## src/rtl/alu_decode_stage_pkg.sv

```systemverilog
// Shared decode types: ALU op codes, operand selects, MIPS opcode/funct values
// and the decoded bundle. The optional illegal flag follows ALU_DECODE_ILLEGAL_EN.
package alu_decode_stage_pkg;

   typedef enum logic [4:0] {
      ALU_NONE, ALU_ADD, ALU_ADDU, ALU_SUB, ALU_SUBU, ALU_AND, ALU_OR, ALU_XOR, ALU_NOR,
      ALU_SLT, ALU_SLTU, ALU_SLL, ALU_SRL, ALU_SRA, ALU_SLLV, ALU_SRLV, ALU_SRAV, ALU_LUI
   } alu_code_e;

   typedef enum logic [1:0] {A_RS, A_SHAMT, B_RT, B_IMM} operand_sel_e;

   localparam logic [5:0] OP_SPECIAL = 6'h00;
   localparam logic [5:0] OP_ADDI    = 6'h08;
   localparam logic [5:0] OP_ADDIU   = 6'h09;
   localparam logic [5:0] OP_SLTI    = 6'h0A;
   localparam logic [5:0] OP_SLTIU   = 6'h0B;
   localparam logic [5:0] OP_ANDI    = 6'h0C;
   localparam logic [5:0] OP_ORI     = 6'h0D;
   localparam logic [5:0] OP_XORI    = 6'h0E;
   localparam logic [5:0] OP_LUI     = 6'h0F;

   localparam logic [5:0] F_SLL  = 6'h00;
   localparam logic [5:0] F_SRL  = 6'h02;
   localparam logic [5:0] F_SRA  = 6'h03;
   localparam logic [5:0] F_SLLV = 6'h04;
   localparam logic [5:0] F_SRLV = 6'h06;
   localparam logic [5:0] F_SRAV = 6'h07;
   localparam logic [5:0] F_ADD  = 6'h20;
   localparam logic [5:0] F_ADDU = 6'h21;
   localparam logic [5:0] F_SUB  = 6'h22;
   localparam logic [5:0] F_SUBU = 6'h23;
   localparam logic [5:0] F_AND  = 6'h24;
   localparam logic [5:0] F_OR   = 6'h25;
   localparam logic [5:0] F_XOR  = 6'h26;
   localparam logic [5:0] F_NOR  = 6'h27;
   localparam logic [5:0] F_SLT  = 6'h2A;
   localparam logic [5:0] F_SLTU = 6'h2B;

   // Immediate kept as the raw 16 bits plus an extend flag so the bundle is width-independent.
   typedef struct packed {
      alu_code_e    control;
      operand_sel_e a_sel;
      operand_sel_e b_sel;
      logic [4:0]   rs;
      logic [4:0]   rt;
      logic [4:0]   dest;
      logic [4:0]   shamt;
      logic [15:0]  imm16;
      logic         imm_sext;
      logic         wb_en;
`ifdef ALU_DECODE_ILLEGAL_EN
      logic         illegal;
`endif
   } decode_bundle_t;

endpackage

```

## src/rtl/alu_decode_stage_if.sv

```systemverilog
// Fetch-to-execute decode interface. master = decode stage, slave = its environment.
// ALU_DECODE_ILLEGAL_EN adds the illegal flag and the saturating illegal counter.
interface alu_decode_stage_if #(parameter int BitWidth = 32);
   import alu_decode_stage_pkg::*;

   // valid/ready: a transfer happens on a rising edge where valid & ready are both 1;
   // a producer holding valid keeps its payload stable until that transfer.
   logic                in_valid;
   logic                in_ready;
   logic [31:0]         instr;
   logic                flush;
   logic                out_valid;
   logic                out_ready;
   alu_code_e           control;
   operand_sel_e        a_sel;
   operand_sel_e        b_sel;
   logic [4:0]          rs;
   logic [4:0]          rt;
   logic [4:0]          dest;
   logic [4:0]          shamt;
   logic [BitWidth-1:0] imm;
   logic                wb_en;
`ifdef ALU_DECODE_ILLEGAL_EN
   logic                illegal;
   logic [15:0]         illegal_count;
`endif

   modport master (
      input  in_valid, instr, flush, out_ready,
      output in_ready, out_valid, control, a_sel, b_sel, rs, rt, dest, shamt, imm, wb_en
`ifdef ALU_DECODE_ILLEGAL_EN
      , output illegal, illegal_count
`endif
   );

   modport slave (
      output in_valid, instr, flush, out_ready,
      input  in_ready, out_valid, control, a_sel, b_sel, rs, rt, dest, shamt, imm, wb_en
`ifdef ALU_DECODE_ILLEGAL_EN
      , input illegal, illegal_count
`endif
   );

endinterface

```

## src/rtl/alu_decode_stage_table.sv

```systemverilog
// Purely combinational MIPS instruction -> decode_bundle_t lookup.
// Unmatched encodings become NOPs (control NONE, no write-back).
module alu_decode_table
   import alu_decode_stage_pkg::*;
(
   input  logic [31:0]    instr,
   output decode_bundle_t bundle
);

   logic [5:0]   op;
   logic [5:0]   funct;
   alu_code_e    control;
   operand_sel_e a_sel;
   operand_sel_e b_sel;
   logic         imm_sext;
   logic         legal;
   logic [4:0]   dest;

   always_comb begin
      op       = instr[31:26];
      funct    = instr[5:0];
      control  = ALU_NONE;
      a_sel    = A_RS;
      b_sel    = B_RT;
      imm_sext = 1'b0;
      legal    = 1'b1;
      case (op)
         OP_SPECIAL: begin
            case (funct)
               F_ADD:  control = ALU_ADD;
               F_ADDU: control = ALU_ADDU;
               F_SUB:  control = ALU_SUB;
               F_SUBU: control = ALU_SUBU;
               F_AND:  control = ALU_AND;
               F_OR:   control = ALU_OR;
               F_XOR:  control = ALU_XOR;
               F_NOR:  control = ALU_NOR;
               F_SLT:  control = ALU_SLT;
               F_SLTU: control = ALU_SLTU;
               F_SLL:  begin control = ALU_SLL; a_sel = A_SHAMT; end
               F_SRL:  begin control = ALU_SRL; a_sel = A_SHAMT; end
               F_SRA:  begin control = ALU_SRA; a_sel = A_SHAMT; end
               F_SLLV: control = ALU_SLLV;
               F_SRLV: control = ALU_SRLV;
               F_SRAV: control = ALU_SRAV;
               default: legal = 1'b0;
            endcase
         end
         OP_ADDI:  begin control = ALU_ADD;  b_sel = B_IMM; imm_sext = 1'b1; end
         OP_ADDIU: begin control = ALU_ADDU; b_sel = B_IMM; imm_sext = 1'b1; end
         OP_SLTI:  begin control = ALU_SLT;  b_sel = B_IMM; imm_sext = 1'b1; end
         OP_SLTIU: begin control = ALU_SLTU; b_sel = B_IMM; imm_sext = 1'b1; end
         OP_ANDI:  begin control = ALU_AND;  b_sel = B_IMM; end
         OP_ORI:   begin control = ALU_OR;   b_sel = B_IMM; end
         OP_XORI:  begin control = ALU_XOR;  b_sel = B_IMM; end
         OP_LUI:   begin control = ALU_LUI;  b_sel = B_IMM; end
         default:  legal = 1'b0;
      endcase
      dest = (op == OP_SPECIAL) ? instr[15:11] : instr[20:16];

      bundle.control  = control;
      bundle.a_sel    = a_sel;
      bundle.b_sel    = b_sel;
      bundle.rs       = instr[25:21];
      bundle.rt       = instr[20:16];
      bundle.dest     = dest;
      bundle.shamt    = instr[10:6];
      bundle.imm16    = instr[15:0];
      bundle.imm_sext = imm_sext;
      bundle.wb_en    = legal && (dest != 5'd0);
`ifdef ALU_DECODE_ILLEGAL_EN
      bundle.illegal  = ~legal;
`endif
   end

endmodule

```

## src/rtl/alu_decode_stage.sv

```systemverilog
// One-entry valid/ready decode stage: decodes fetch instructions and holds the bundle
// for execute. Optional feature macro: ALU_DECODE_ILLEGAL_EN (illegal flag + counter).
module alu_decode_stage
   import alu_decode_stage_pkg::*;
#(
   parameter int BitWidth = 32
) (
   input logic                clk,
   input logic                reset,
   alu_decode_stage_if.master bus
);

   decode_bundle_t dec;
   decode_bundle_t bundle_q;
   logic           valid_q;
   logic           load;

   alu_decode_table u_table (
      .instr  (bus.instr),
      .bundle (dec)
   );

   assign bus.in_ready = ~valid_q | bus.out_ready;
   assign load         = bus.in_valid & bus.in_ready;

   always_ff @(posedge clk) begin
      if (reset) begin
         valid_q           <= 1'b0;
         bundle_q          <= '0;
         bundle_q.control  <= ALU_NONE;
         bundle_q.a_sel    <= A_RS;
         bundle_q.b_sel    <= B_RT;
      end else begin
         // flush wins over a same-cycle load; payload may still update underneath.
         if (bus.flush)          valid_q <= 1'b0;
         else if (load)          valid_q <= 1'b1;
         else if (bus.out_ready) valid_q <= 1'b0;
         if (load) bundle_q <= dec;
      end
   end

   assign bus.out_valid = valid_q;
   assign bus.control   = bundle_q.control;
   assign bus.a_sel     = bundle_q.a_sel;
   assign bus.b_sel     = bundle_q.b_sel;
   assign bus.rs        = bundle_q.rs;
   assign bus.rt        = bundle_q.rt;
   assign bus.dest      = bundle_q.dest;
   assign bus.shamt     = bundle_q.shamt;
   assign bus.wb_en     = bundle_q.wb_en;
   assign bus.imm       = bundle_q.imm_sext
                          ? {{(BitWidth-16){bundle_q.imm16[15]}}, bundle_q.imm16}
                          : {{(BitWidth-16){1'b0}}, bundle_q.imm16};

`ifdef ALU_DECODE_ILLEGAL_EN
   logic [15:0] illegal_count_q;

   always_ff @(posedge clk) begin
      if (reset) begin
         illegal_count_q <= '0;
      end else if (load && !bus.flush && dec.illegal && (illegal_count_q != 16'hFFFF)) begin
         illegal_count_q <= illegal_count_q + 16'd1;
      end
   end

   assign bus.illegal       = bundle_q.illegal;
   assign bus.illegal_count = illegal_count_q;
`endif

endmodule

```

## src/flat_wrapper.sv

```systemverilog
// flat-port wrapper written by rule: the top's interface ports become plain ports
module alu_decode_stage_flat import alu_decode_stage_pkg::*;
#(
   parameter int BitWidth = 32
)
  (clk, reset, bus_in_valid, bus_instr, bus_flush, bus_out_ready, bus_in_ready, bus_out_valid, bus_control, bus_a_sel, bus_b_sel, bus_rs, bus_rt, bus_dest, bus_shamt, bus_imm, bus_wb_en);
  alu_decode_stage_if #(.BitWidth(BitWidth)) bus_i ();
  input logic clk;
  input logic reset;
  input wire logic [$bits(bus_i.in_valid)-1:0] bus_in_valid;
  input wire logic [$bits(bus_i.instr)-1:0] bus_instr;
  input wire logic [$bits(bus_i.flush)-1:0] bus_flush;
  input wire logic [$bits(bus_i.out_ready)-1:0] bus_out_ready;
  output wire logic [$bits(bus_i.in_ready)-1:0] bus_in_ready;
  output wire logic [$bits(bus_i.out_valid)-1:0] bus_out_valid;
  output wire logic [$bits(bus_i.control)-1:0] bus_control;
  output wire logic [$bits(bus_i.a_sel)-1:0] bus_a_sel;
  output wire logic [$bits(bus_i.b_sel)-1:0] bus_b_sel;
  output wire logic [$bits(bus_i.rs)-1:0] bus_rs;
  output wire logic [$bits(bus_i.rt)-1:0] bus_rt;
  output wire logic [$bits(bus_i.dest)-1:0] bus_dest;
  output wire logic [$bits(bus_i.shamt)-1:0] bus_shamt;
  output wire logic [$bits(bus_i.imm)-1:0] bus_imm;
  output wire logic [$bits(bus_i.wb_en)-1:0] bus_wb_en;
  assign bus_i.in_valid = bus_in_valid;
  assign bus_i.instr = bus_instr;
  assign bus_i.flush = bus_flush;
  assign bus_i.out_ready = bus_out_ready;
  assign bus_in_ready = bus_i.in_ready;
  assign bus_out_valid = bus_i.out_valid;
  assign bus_control = bus_i.control;
  assign bus_a_sel = bus_i.a_sel;
  assign bus_b_sel = bus_i.b_sel;
  assign bus_rs = bus_i.rs;
  assign bus_rt = bus_i.rt;
  assign bus_dest = bus_i.dest;
  assign bus_shamt = bus_i.shamt;
  assign bus_imm = bus_i.imm;
  assign bus_wb_en = bus_i.wb_en;
  alu_decode_stage #(.BitWidth(BitWidth)) u_core (.clk(clk), .reset(reset), .bus(bus_i));
endmodule
```

## config.mk

```make
export PLATFORM = sky130hd
export DESIGN_NAME = alu_decode_stage_flat
export DESIGN_NICKNAME = d
export VERILOG_FILES = /design/src/rtl/alu_decode_stage_pkg.sv /design/src/rtl/alu_decode_stage_if.sv /design/src/rtl/alu_decode_stage_table.sv /design/src/rtl/alu_decode_stage.sv /design/src/flat_wrapper.sv
export SDC_FILE = /design/constraint.sdc
export NUM_CORES = 1
export LEC_CHECK = 0
export ABC_AREA = 1
export BUFFER_PORTS_ARGS = -buffer_cell sky130_fd_sc_hd__buf_4
export CAP_MARGIN = 20
export CORE_MARGIN = 3
export CORE_UTILIZATION = 52
export CTS_BUF_LIST = sky130_fd_sc_hd__clkbuf_4
export CTS_CLUSTER_DIAMETER = 150
export DETAILED_ROUTE_END_ITERATION = 10
export PLACE_DENSITY = 0.93
export SLEW_MARGIN = 20
export SYNTH_ARGS = -nofsm -noshare
export SYNTH_HDL_FRONTEND = slang
export SYNTH_SLANG_ARGS = --single-unit
export TNS_END_PERCENT = 1
```

## constraint.sdc

```tcl
create_clock -name clk -period 2.62 [get_ports clk]
set_input_delay 0.655 -clock clk [delete_from_list [all_inputs] [get_ports clk]]
set_output_delay 0.655 -clock clk [all_outputs]
set_load 0.02 [all_outputs]
```

## Word level (Yosys, flattened, before mapping)

Index checks and enable logic that the tools add are counted.

- Bitwise operators: 3
- Reduce and logical (&&, ||, !) cells: 10
- Equality and inequality tests: 23
- Multiplexer cells: 12

Operator list:

| operator | number |
|---|---|
| 5-bit one-hot mux with 16 select lines | 1 |
| 6-bit equality test (second input constant) | 10 |
| 6-bit by 4-bit equality test with 1-bit output (second input constant) | 8 |
| 5-bit one-hot mux with 9 select lines | 1 |
| 32-bit 2-to-1 mux | 1 |
| 6-bit by 3-bit equality test with 1-bit output (second input constant) | 3 |
| 16-bit OR reduction | 1 |
| 6-bit by 2-bit equality test with 1-bit output (second input constant) | 2 |
| 6-bit zero test | 2 |
| 8-bit OR reduction | 1 |
| 1-bit 2-to-1 mux | 7 |
| 5-bit 2-to-1 mux | 1 |
| 5-bit nonzero test | 1 |
| 4-bit OR reduction | 1 |
| 3-bit OR reduction | 1 |
| 1-bit one-hot mux with 2 select lines | 1 |
| 2-bit nonzero test | 1 |
| 2-bit OR reduction | 1 |
| 1-bit bitwise AND | 1 |
| 1-bit logical AND | 1 |
| 1-bit NOT | 1 |
| 1-bit bitwise OR | 1 |

- Word-level logic and storage cells: 59
- Input bits: 37
- Output and inout bits: 64
- Bits in registers: 48

## Logic depth before layout (Yosys ltp)

Gate-level depths: netlist of run 1.

- Depth after elaboration: 5
- Mapped depth: 10
- Mapped depth without buffers: 10

## Cells and area by module

Synthesis of run 1 repeated with hierarchy kept, for this count alone.

- Cells, all modules: 513
- Area total of the unflattened synthesis: 3,365.7 µm²

Modules (own cells, without submodules):

| module | cells an instance | instances | area each (µm²) | seq. area each (µm²) |
|---|---|---|---|---|
| alu_decode_stage | 375 | 1 | 2,601.2 | 960.9 |
| alu_decode_table | 138 | 1 | 764.5 | 0.0 |

## Worst setup path before layout of run 1

OpenSTA, ideal clock, no wires.

- Path kind: input to register
- Start: input bus_out_ready
- End: register u_core.bundle_q (netlist bit u_core.bus.wb_en)
- Library setup time: 0.116 ns
- Cell stages on the path: 6
- Path slack: 1.003 ns
- Path buffers: 0
- Arrival: 1.501 ns
- Required time: 2.504 ns
- Cell sequence: inv_1 nand2_1 nand2_2 or2_2 a21oi_1 nor2_2

- Cells in the longest elaborated chain, start to end: 2

Ends and longest elaborated chain:

| what | line | source |
|---|---|---|
| start: declaration | flat_wrapper.sv:13 | `input wire logic [$bits(bus_i.out_ready)-1:0] bus_out_ready;` |
| 1-bit bitwise OR | alu_decode_stage.sv:23 | `assign bus.in_ready = ~valid_q \| bus.out_ready;` |
| via bus_in_ready | flat_wrapper.sv:14 | `output wire logic [$bits(bus_i.in_ready)-1:0] bus_in_ready;` |
| 1-bit bitwise AND | alu_decode_stage.sv:24 | `assign load = bus.in_valid & bus.in_ready;` |
| end: declaration | alu_decode_stage.sv:14 | `decode_bundle_t bundle_q;` |

The timed path passes the listed nets, and every way through them passes these cells.
A chain may end at the register's enable or synchronous reset.

## Worst setup path in the final report of run 1

- Start: register u_core.bundle_q[17] (netlist name)
- End: output bus_imm[19]

- Cells in the longest elaborated chain, start to end: 1

Ends and longest elaborated chain:

| what | line | source |
|---|---|---|
| 32-bit 2-to-1 mux | alu_decode_stage.sv:52 | `? {{(BitWidth-16){bundle_q.imm16[15]}}, bundle_q.imm16}` |
| end: declaration | flat_wrapper.sv:23 | `output wire logic [$bits(bus_i.imm)-1:0] bus_imm;` |

No other way between the ends.

==> results.py, run 1 <==
metrics = {
    "status": {
        "status": "finished, final reports clean",
    },
    "placement": {
        "globalplace.congestion": 0.958,
        "portBuffers": 98,
        "placed_area_mm2": 0.00266,
        "dpl.hpwl_um": 4040,
        "dp_slack_ns": 0.694,
        "dp_cells": 419,
    },
    "pwr": {
        "peakVddDrop_uv": 161,
        "p_leak_nw": 1.43,
        "power.density_mw_per_mm2": 488,
    },
    "layout": {
        "final_area_mm2": 0.00272,
        "regArea_um2": 821,
        "fillerInstances": 356,
        "diodes": 0,
        "finish.utilization_pct": 65.2,
        "syn_to_final_growth_pct": 16.1,
        "layoutNonFillerInstCount": 427,
        "multi_input_area_um2": 930,
        "fin_nets": 413,
        "drive_gt1_share_pct": 33.7,
    },
    "yosys": {
        "synth_top_area_share_pct": 35.0,
        "ys_warn_count": 0,
        "yosysUniqueCellTypes": 23,
        "synth_area_per_cell_um2": 6.92,
        "synthArstFlopShare_pct": 0,
        "synth_area_leaders": "dfxtp_1 (35%), buf_4 (19%), nor2_1 (9.9%)",
        "synth_most_common_cell": "nor2_1",
        "syn_inst": 339,
        "syn_area_mm2": 0.00234,
        "synth_nets": 376,
        "synth_top_area_cell": "dfxtp_1",
        "synth_flop_cell": "dfxtp_1",
        "synth_seq_area_share_pct": 35.0,
        "yosys_register_bits": 41,
        "synth_edf_count": 0,
        "synth_common_cells": "nor2_1 (62), buf_4 (60), nand2_1 (50), dfxtp_1 (41), o21ai_0 (35)",
    },
    "worst_setup_path": {
        "cpMaxStageDelayCell": "dfxtp_1",
        "rr_endpoint": "u_core.bundle_q[14]",
        "arrival_ns": 1.32,
        "r2r-start": "u_core.bus.out_valid",
        "critPathCaptureType": "output pin",
        "worstRegToRegCells": 6,
        "start_kind": "flip-flop",
        "crit_fanout": 16,
        "rrSetupSlack_ns": 1.14,
        "path_buf_inv": 2,
        "critical-path-top-delay-family": "buffers and inverters",
        "critPathMaxStageDelay_ns": 0.38,
        "required_ns": 1.97,
        "timing.setup.critical_path_class": "flip-flop to output pin",
        "timing.critical_path.cells": "nand2_1 -> inv_1 -> buf_4",
    },
    "route": {
        "drtPass1Iterations": 4,
        "drt_iter0_drc": 171,
        "wl_per_cell_um": 12.1,
        "viasPerCell": 4.89,
        "wl_um": 5150,
        "antenna_left": 0,
        "drc": 0,
        "vias": 2088,
    },
    "timing": {
        "rsz0062_at_grt": "false",
        "setup_violations": 0,
        "tns_ns": 0,
        "hold_violations": 0,
        "fin_crit_sh_pct": 75.5,
        "finClkSkew_ns": 0.00119,
        "fin_crit_ns": 1.98,
        "maxSlewViolCount": 0,
        "fmax_ghz": 0.506,
        "timing.final.ws_setup_ns": 0.642,
    },
    "clock_tree": {
        "path_clk_slew_ns": 0.11,
        "cts_buffers": 5,
        "htree_num_levels": 2,
        "clock_path_buffers": 2,
        "post_cts_buffers": 0,
        "ctsResizeCount": 0,
        "cts-root-buf": "clkbuf_4",
        "cts_tree": "built",
        "clk_latency_ns": 0.35,
        "cts_hold_buf": 0,
        "clock-sinks": 41,
    },
    "grt": {
        "grt.overflow.total": 0,
        "grt_pass1_wl_um": 8070,
        "grtUsageMet1_pct": 23.9,
        "grt_antenna_before_repair": 0,
        "grtUsageMet3_pct": 4.82,
        "grt_max_degree": 30,
        "grt_usage_pct": 19.2,
        "grt_pass1_vias": 1836,
        "grt_busiest_layer": "met2",
        "grt_use_met2_pct": 32.4,
    },
    "floorplan": {
        "die_w_um": 73.2,
        "start_util_pct": 56.2,
        "core_area_mm2": 0.00417,
        "rows": 23,
        "die_h_um": 73.2,
        "fp.dieArea_mm2": 0.00535,
        "ioPinCount": 101,
    },
    "min_path": {
        "min_to": "u_core.bus.out_valid",
        "hold_path_class": "primary input to flip-flop",
        "hp-start": "bus_flush",
        "hold_path_depth": 2,
    },
    "job": {
        "drv_cap": 0,
    },
}
stage by stage:
stage | power [mW] | hold WS [ns]
after floorplan | 0.926 | 0.445
after global placement | 1.01 | 0.454
after detailed placement | 1.01 | 0.458
after CTS | 1.33 | 0.436
after global routing | 1.38 | 0.445
final | 1.33 | 0.448
state kept, by name (all words and copies together) (netlist names):
signal                cells
u_core.bundle_q          17
u_core.bus.control        5
u_core.bus.dest           5
u_core.bus.rs             5
u_core.bus.rt             5
u_core.bus.a_sel          1
u_core.bus.b_sel          1
u_core.bus.out_valid      1
u_core.bus.wb_en          1
kinds of logic after synthesis:
| group | count (synthesis) | synth area share (%) |
|---|---|---|
| compound gates | 52 | 11.3 |
| buf+inv | 95 | 25.3 |
| other cells | 2 | 0.320 |
| simple gates | 149 | 28.0 |
| flops | 41 | 35.0 |
worst max path at each step:
stage | slack (ns) | to | from | cells past startpoint
3_3_place_gp | 0.79 | u_core.bundle_q[12] | bus_out_ready | 8
3_5_place_dp | 0.69 | u_core.bundle_q[14] | bus_out_ready | 8
6_report | 0.64 | bus_imm[19] | u_core.bundle_q[17] | 3
2_1_floorplan | 1.00 | u_core.bus.wb_en | bus_out_ready | 6
5_1_grt | 0.53 | bus_imm[16] | u_core.bundle_q[17] | 3
4_1_cts | 0.62 | bus_imm[25] | u_core.bundle_q[17] | 3
worst register-to-register path: stages, from the launching register on:
cell and delay (ns):
dfxtp_1 0.33, nand2_1 0.12, nand2_2 0.14, inv_2 0.35, buf_4 0.31, nor2_1 0.06, nor2_1 0.11
cells in the final DEF (no fill, tap or decap), drive strengths merged:
cell | synthesis | layout
nand4 | 3 | 3
o211ai | 1 | 1
nor3 | 1 | 1
a211oi | 1 | 1
clkbuf | 6 | 8
nand3 | 19 | 19
or2 | 2 | 2
dfxtp | 41 | 41
nor2 | 68 | 68
nand2 | 56 | 56
o21ai | 35 | 35
inv | 24 | 24
conb | 2 | 2
a21oi | 15 | 15
buf | 65 | 101
power by group:
group	internal, mW	total, mW	leakage, nW	switching [mW]
Clock	0.138	0.329	0.0368	0.191
Sequential	0.663	0.685	0.339	0.0221
Combinational	0.132	0.314	1.05	0.182
routing by layer:
layer	vias up	share of wire, %
met4	0	1.1
met1	911	40
met3	4	10
met2	94	49
li1	1079	-
met5	-	0
cell type report:
class | instances | area share (%)
Clock buffer | 8 | 2.21
Timing Repair Buffer | 101 | 27.9
Tap cell | 50 | 2.30
Inverter | 24 | 3.31
Sequential cell | 41 | 30.2
Multi-Input combinational cell | 203 | 34.2
Note: power is estimated with default switching activity, not from simulation.
==> run 2: changes to the inputs <==
CORE_UTILIZATION = 49   (was 52)
PLACE_DENSITY = 0.89   (was 0.93)
clock period = 1.95 ns   (was 2.62 ns; I/O delays follow)
==> run 2 against run 1 <==
Compared with the run above: sequential power grew 34%; first-iteration DRC count shrank 48%; global-route usage shrank 0.84 points; cell count grew 0.94%; critical path depth is the same; setup slack lost 0.52 ns; flip-flop and latch count is the same; critical path type unchanged; clock power grew 27%; worst hold slack lost 0.17 ns; critical endpoint unchanged; combinational power grew 36%; cell area grew 0.46%.
==> results.py, run 2 (synthesis gave the netlist of run 1 again) <==
metrics = {
    "layout": {
        "final_area_mm2": 0.00273,
        "largest_register_ffs": 17,
        "finish.utilization_pct": 61.1,
        "final_cell_mix": "buf_4 (103), nor2_1 (62), nand2_1 (50)",
        "drive_gt1_share_pct": 34.0,
        "fin_nets": 415,
        "diodes": 0,
        "top_register": "u_core.bundle_q",
        "syn_to_final_growth_pct": 16.6,
        "layout_commonest_cell": "buf_4",
    },
    "pwr": {
        "peakVddDrop_uv": 237,
        "power.density_mw_per_mm2": 645,
        "power_mw": 1.76,
        "p_leak_nw": 1.44,
    },
    "status": {
        "status": "finished, final reports clean",
    },
    "clock_tree": {
        "path_clk_slew_ns": 0.12,
        "clock_path_buffers": 2,
        "clk_latency_ns": 0.35,
        "cts-root-buf": "clkbuf_4",
        "clock-sinks": 41,
        "cts_tree": "built",
        "ctsResizeCount": 0,
        "cts_hold_buf": 0,
        "post_cts_buffers": 0,
        "cts_buffers": 5,
        "htree_num_levels": 2,
    },
    "min_path": {
        "hold_path_depth": 2,
        "hold_path_class": "primary input to flip-flop",
    },
    "grt": {
        "grt_pass1_wl_um": 8010,
        "grt_max_degree": 29,
        "grt_pass1_vias": 1909,
        "grt_antenna_before_repair": 0,
        "grt.overflow.total": 0,
        "grt_usage_pct": 18.4,
    },
    "worst_setup_path": {
        "worstRegToRegCells": 6,
        "arrival_ns": 1.34,
        "required_ns": 1.46,
        "start_kind": "flip-flop",
        "timing.setup.critical_path_class": "flip-flop to output pin",
        "crit_fanout": 16,
        "critPathCaptureType": "output pin",
    },
    "timing": {
        "tns_ns": 0,
        "setup_violations": 0,
        "rsz0062_at_grt": "false",
        "fin_crit_ns": 1.83,
        "timing.hold.ws_ns": 0.278,
        "hold_violations": 0,
        "maxSlewViolCount": 0,
        "fin_crit_sh_pct": 93.9,
        "finClkSkew_ns": 0.00880,
        "fmax_ghz": 0.546,
    },
    "route": {
        "wl_um": 5280,
        "antenna_left": 0,
        "drtPass1Iterations": 4,
        "vias": 2105,
        "drt_iter0_drc": 89,
        "viasPerCell": 4.88,
        "wl_per_cell_um": 12.3,
        "drc": 0,
    },
    "floorplan": {
        "die_h_um": 75.2,
        "rows": 24,
        "ioPinCount": 101,
        "die_w_um": 75.2,
        "start_util_pct": 52.4,
        "fp.dieArea_mm2": 0.00565,
        "core_area_mm2": 0.00447,
    },
    "placement": {
        "dpl.hpwl_um": 4180,
        "portBuffers": 98,
        "placed_area_mm2": 0.00268,
        "globalplace.congestion": 0.826,
    },
    "job": {
        "drv_cap": 0,
    },
}
## run 2: layout make-up
cell class	instances	area, um^2
Clock buffer	6	45.0
Clock inverter	2	10.0
Fill cell	422	1740
Inverter	24	90.1
Multi-Input combinational cell	203	930
Sequential cell	41	821
Tap cell	52	65.1
Timing Repair Buffer	103	773
## run 2: where the power goes
part           switching, mW  internal (mW)
clock network          0.266          0.151
logic                  0.246          0.181
registers             0.0292          0.890
## run 2: metrics by stage
step	std cells	setup slack, ns
4_1_cts	431	0.0853
5_1_grt	431	0.00302
6_report	431	0.118
3_3_place_gp	423	0.367
2_1_floorplan	339	0.500
3_5_place_dp	423	0.323
## run 2: path summary, 6_finish.rpt
path / endpoint / from / slack [ns]
worst min register to register: u_core.bus.control[1] / u_core.bus.control[1] / 0.48
worst max-delay path: bus_imm[19] / u_core.bundle_q[17] / 0.12
worst max register to register: u_core.bus.rt[0] / u_core.bus.out_valid / 0.58
worst min-delay path: u_core.bus.out_valid / bus_flush / 0.28
## run 2: routing by layer
layer | part of all wire (%) | global-route usage [%] | wire [um] | up-vias
li1 | - | - | - | 1086
met1 | 39 | 20.9 | 2070 | 934
met2 | 50 | 32.2 | 2660 | 75
met3 | 8.4 | 5.21 | 444 | 10
met4 | 1.9 | 7.57 | 98 | 0
met5 | 0 | 0 | 0 | -
## run 2: worst max-delay path, stage by stage (launching register included)
cell and delay (ns):
dfxtp_1 0.38, nand2_1 0.07, inv_1 0.32, buf_4 0.23
==> run 3: changes to the inputs <==
CORE_UTILIZATION = 45   (was 49)
PLACE_DENSITY = 0.83   (was 0.89)
==> run 3 against run 2 <==
Compared with the run above: combinational power barely moved; clock power rose by 5.5%; power rose by 1.3%; register-to-register slack improved by 0.08 ns; maximum frequency rose by 2.3%; critical path depth did not move; sequential share of layout area fell by 0.26 points; die area rose by 8.2%; setup slack improved by 0.041 ns; largest power group unchanged.
==> results.py, run 3 (synthesis gave the netlist of run 1 again) <==
metrics = {
    "floorplan": {
        "fp.dieArea_mm2": 0.00611,
        "die_h_um": 78.2,
        "rows": 25,
        "start_util_pct": 48.1,
        "ioPinCount": 101,
        "core_area_mm2": 0.00488,
        "die_w_um": 78.2,
    },
    "timing": {
        "fmax_ghz": 0.558,
        "setup_violations": 0,
        "hold_violations": 0,
        "fin_crit_ns": 1.79,
        "maxSlewViolCount": 0,
        "tns_ns": 0,
        "finClkSkew_ns": 0.00593,
        "rsz0062_at_grt": "false",
        "fin_crit_sh_pct": 91.9,
    },
    "placement": {
        "globalplace.congestion": 0.968,
        "dpl.hpwl_um": 4170,
        "portBuffers": 98,
    },
    "clock_tree": {
        "cts_hold_buf": 0,
        "ctsResizeCount": 0,
        "cts_tree": "built",
        "cts_buffers": 5,
        "path_clk_slew_ns": 0.11,
        "htree_num_levels": 2,
        "post_cts_buffers": 0,
        "cts-root-buf": "clkbuf_4",
        "clock-sinks": 41,
        "clk_latency_ns": 0.34,
        "clock_path_buffers": 2,
    },
    "layout": {
        "regArea_um2": 821,
        "largest_register_ffs": 17,
        "top_register": "u_core.bundle_q",
        "fin_nets": 415,
        "drive_gt1_share_pct": 34.0,
        "layout_commonest_cell": "buf_4",
        "multi_input_area_um2": 930,
        "fillerInstances": 515,
        "syn_to_final_growth_pct": 17.6,
        "diodes": 0,
        "final_cell_mix": "buf_4 (103), nor2_1 (62), nand2_1 (50)",
    },
    "grt": {
        "grt_pass1_vias": 1929,
        "grt_pass1_wl_um": 8510,
        "grt_max_degree": 27,
        "grt.overflow.total": 0,
        "grt_antenna_before_repair": 0,
        "grt_usage_pct": 17.2,
    },
    "route": {
        "drtPass1Iterations": 4,
        "drc": 0,
        "antenna_left": 0,
        "vias": 2085,
        "wl_per_cell_um": 12.0,
        "wl_um": 5350,
        "drt_iter0_drc": 86,
        "viasPerCell": 4.67,
    },
    "pwr": {
        "power_mw": 1.79,
        "power.density_mw_per_mm2": 648,
        "p_leak_nw": 1.44,
        "peakVddDrop_uv": 258,
    },
    "worst_setup_path": {
        "start_kind": "flip-flop",
        "critPathCaptureType": "output pin",
        "crit_fanout": 16,
        "arrival_ns": 1.30,
        "required_ns": 1.46,
        "timing.setup.critical_path_class": "flip-flop to output pin",
    },
    "min_path": {
        "hold_path_class": "primary input to flip-flop",
    },
    "status": {
        "status": "finished, final reports clean",
    },
    "job": {
        "drv_cap": 0,
    },
}
## run 3: cell type report
class	count	area share [%]
Multi-Input combinational cell	203	33.7
Sequential cell	41	29.8
Timing Repair Buffer	103	28.0
Inverter	24	3.27
Tap cell	67	3.04
Clock buffer	8	2.18
## run 3: final timing paths
kind	to	slack (ns)	from	cells after the start
worst min-delay path	u_core.bus.out_valid	0.29	bus_flush	2
worst max register to register	u_core.bus.wb_en	0.66	u_core.bus.out_valid	6
worst max-delay path	bus_imm[20]	0.16	u_core.bundle_q[17]	3
worst min register to register	u_core.bus.control[2]	0.47	u_core.bus.control[2]	2
## run 3: worst max-delay path: stages (launching register included)
cell and delay [ns]:
dfxtp_1 0.37, nand2_1 0.07, inv_1 0.31, buf_4 0.22
## run 3: report_power, final
part,internal [mW],switching (mW),leakage (nW)
logic,0.181,0.246,1.06
clock network,0.186,0.256,0.0368
registers,0.890,0.0275,0.339
## run 3: layer usage
metal,vias up,global-route usage (%),part of all wire (%)
met1,906,18.7,41
met4,0,4.72,0.86
li1,1085,-,-
met5,-,0,0
met3,6,5.50,7.7
met2,88,32.0,50
## run 3: stage by stage
| stage | worst slack (ns) | hold slack, ns | util, % | std cells | area, um^2 |
|---|---|---|---|---|---|
| after floorplan | 0.500 | 0.445 | - | 339 | 2340 |
| after global placement | 0.393 | 0.455 | 55.3 | 438 | 2700 |
| after detailed placement | 0.352 | 0.460 | 55.3 | 438 | 2700 |
| after CTS | 0.133 | 0.275 | 56.5 | 446 | 2760 |
| after global routing | 0.0330 | 0.277 | 56.5 | 446 | 2760 |
| final | 0.159 | 0.288 | 56.5 | 446 | 2760 |
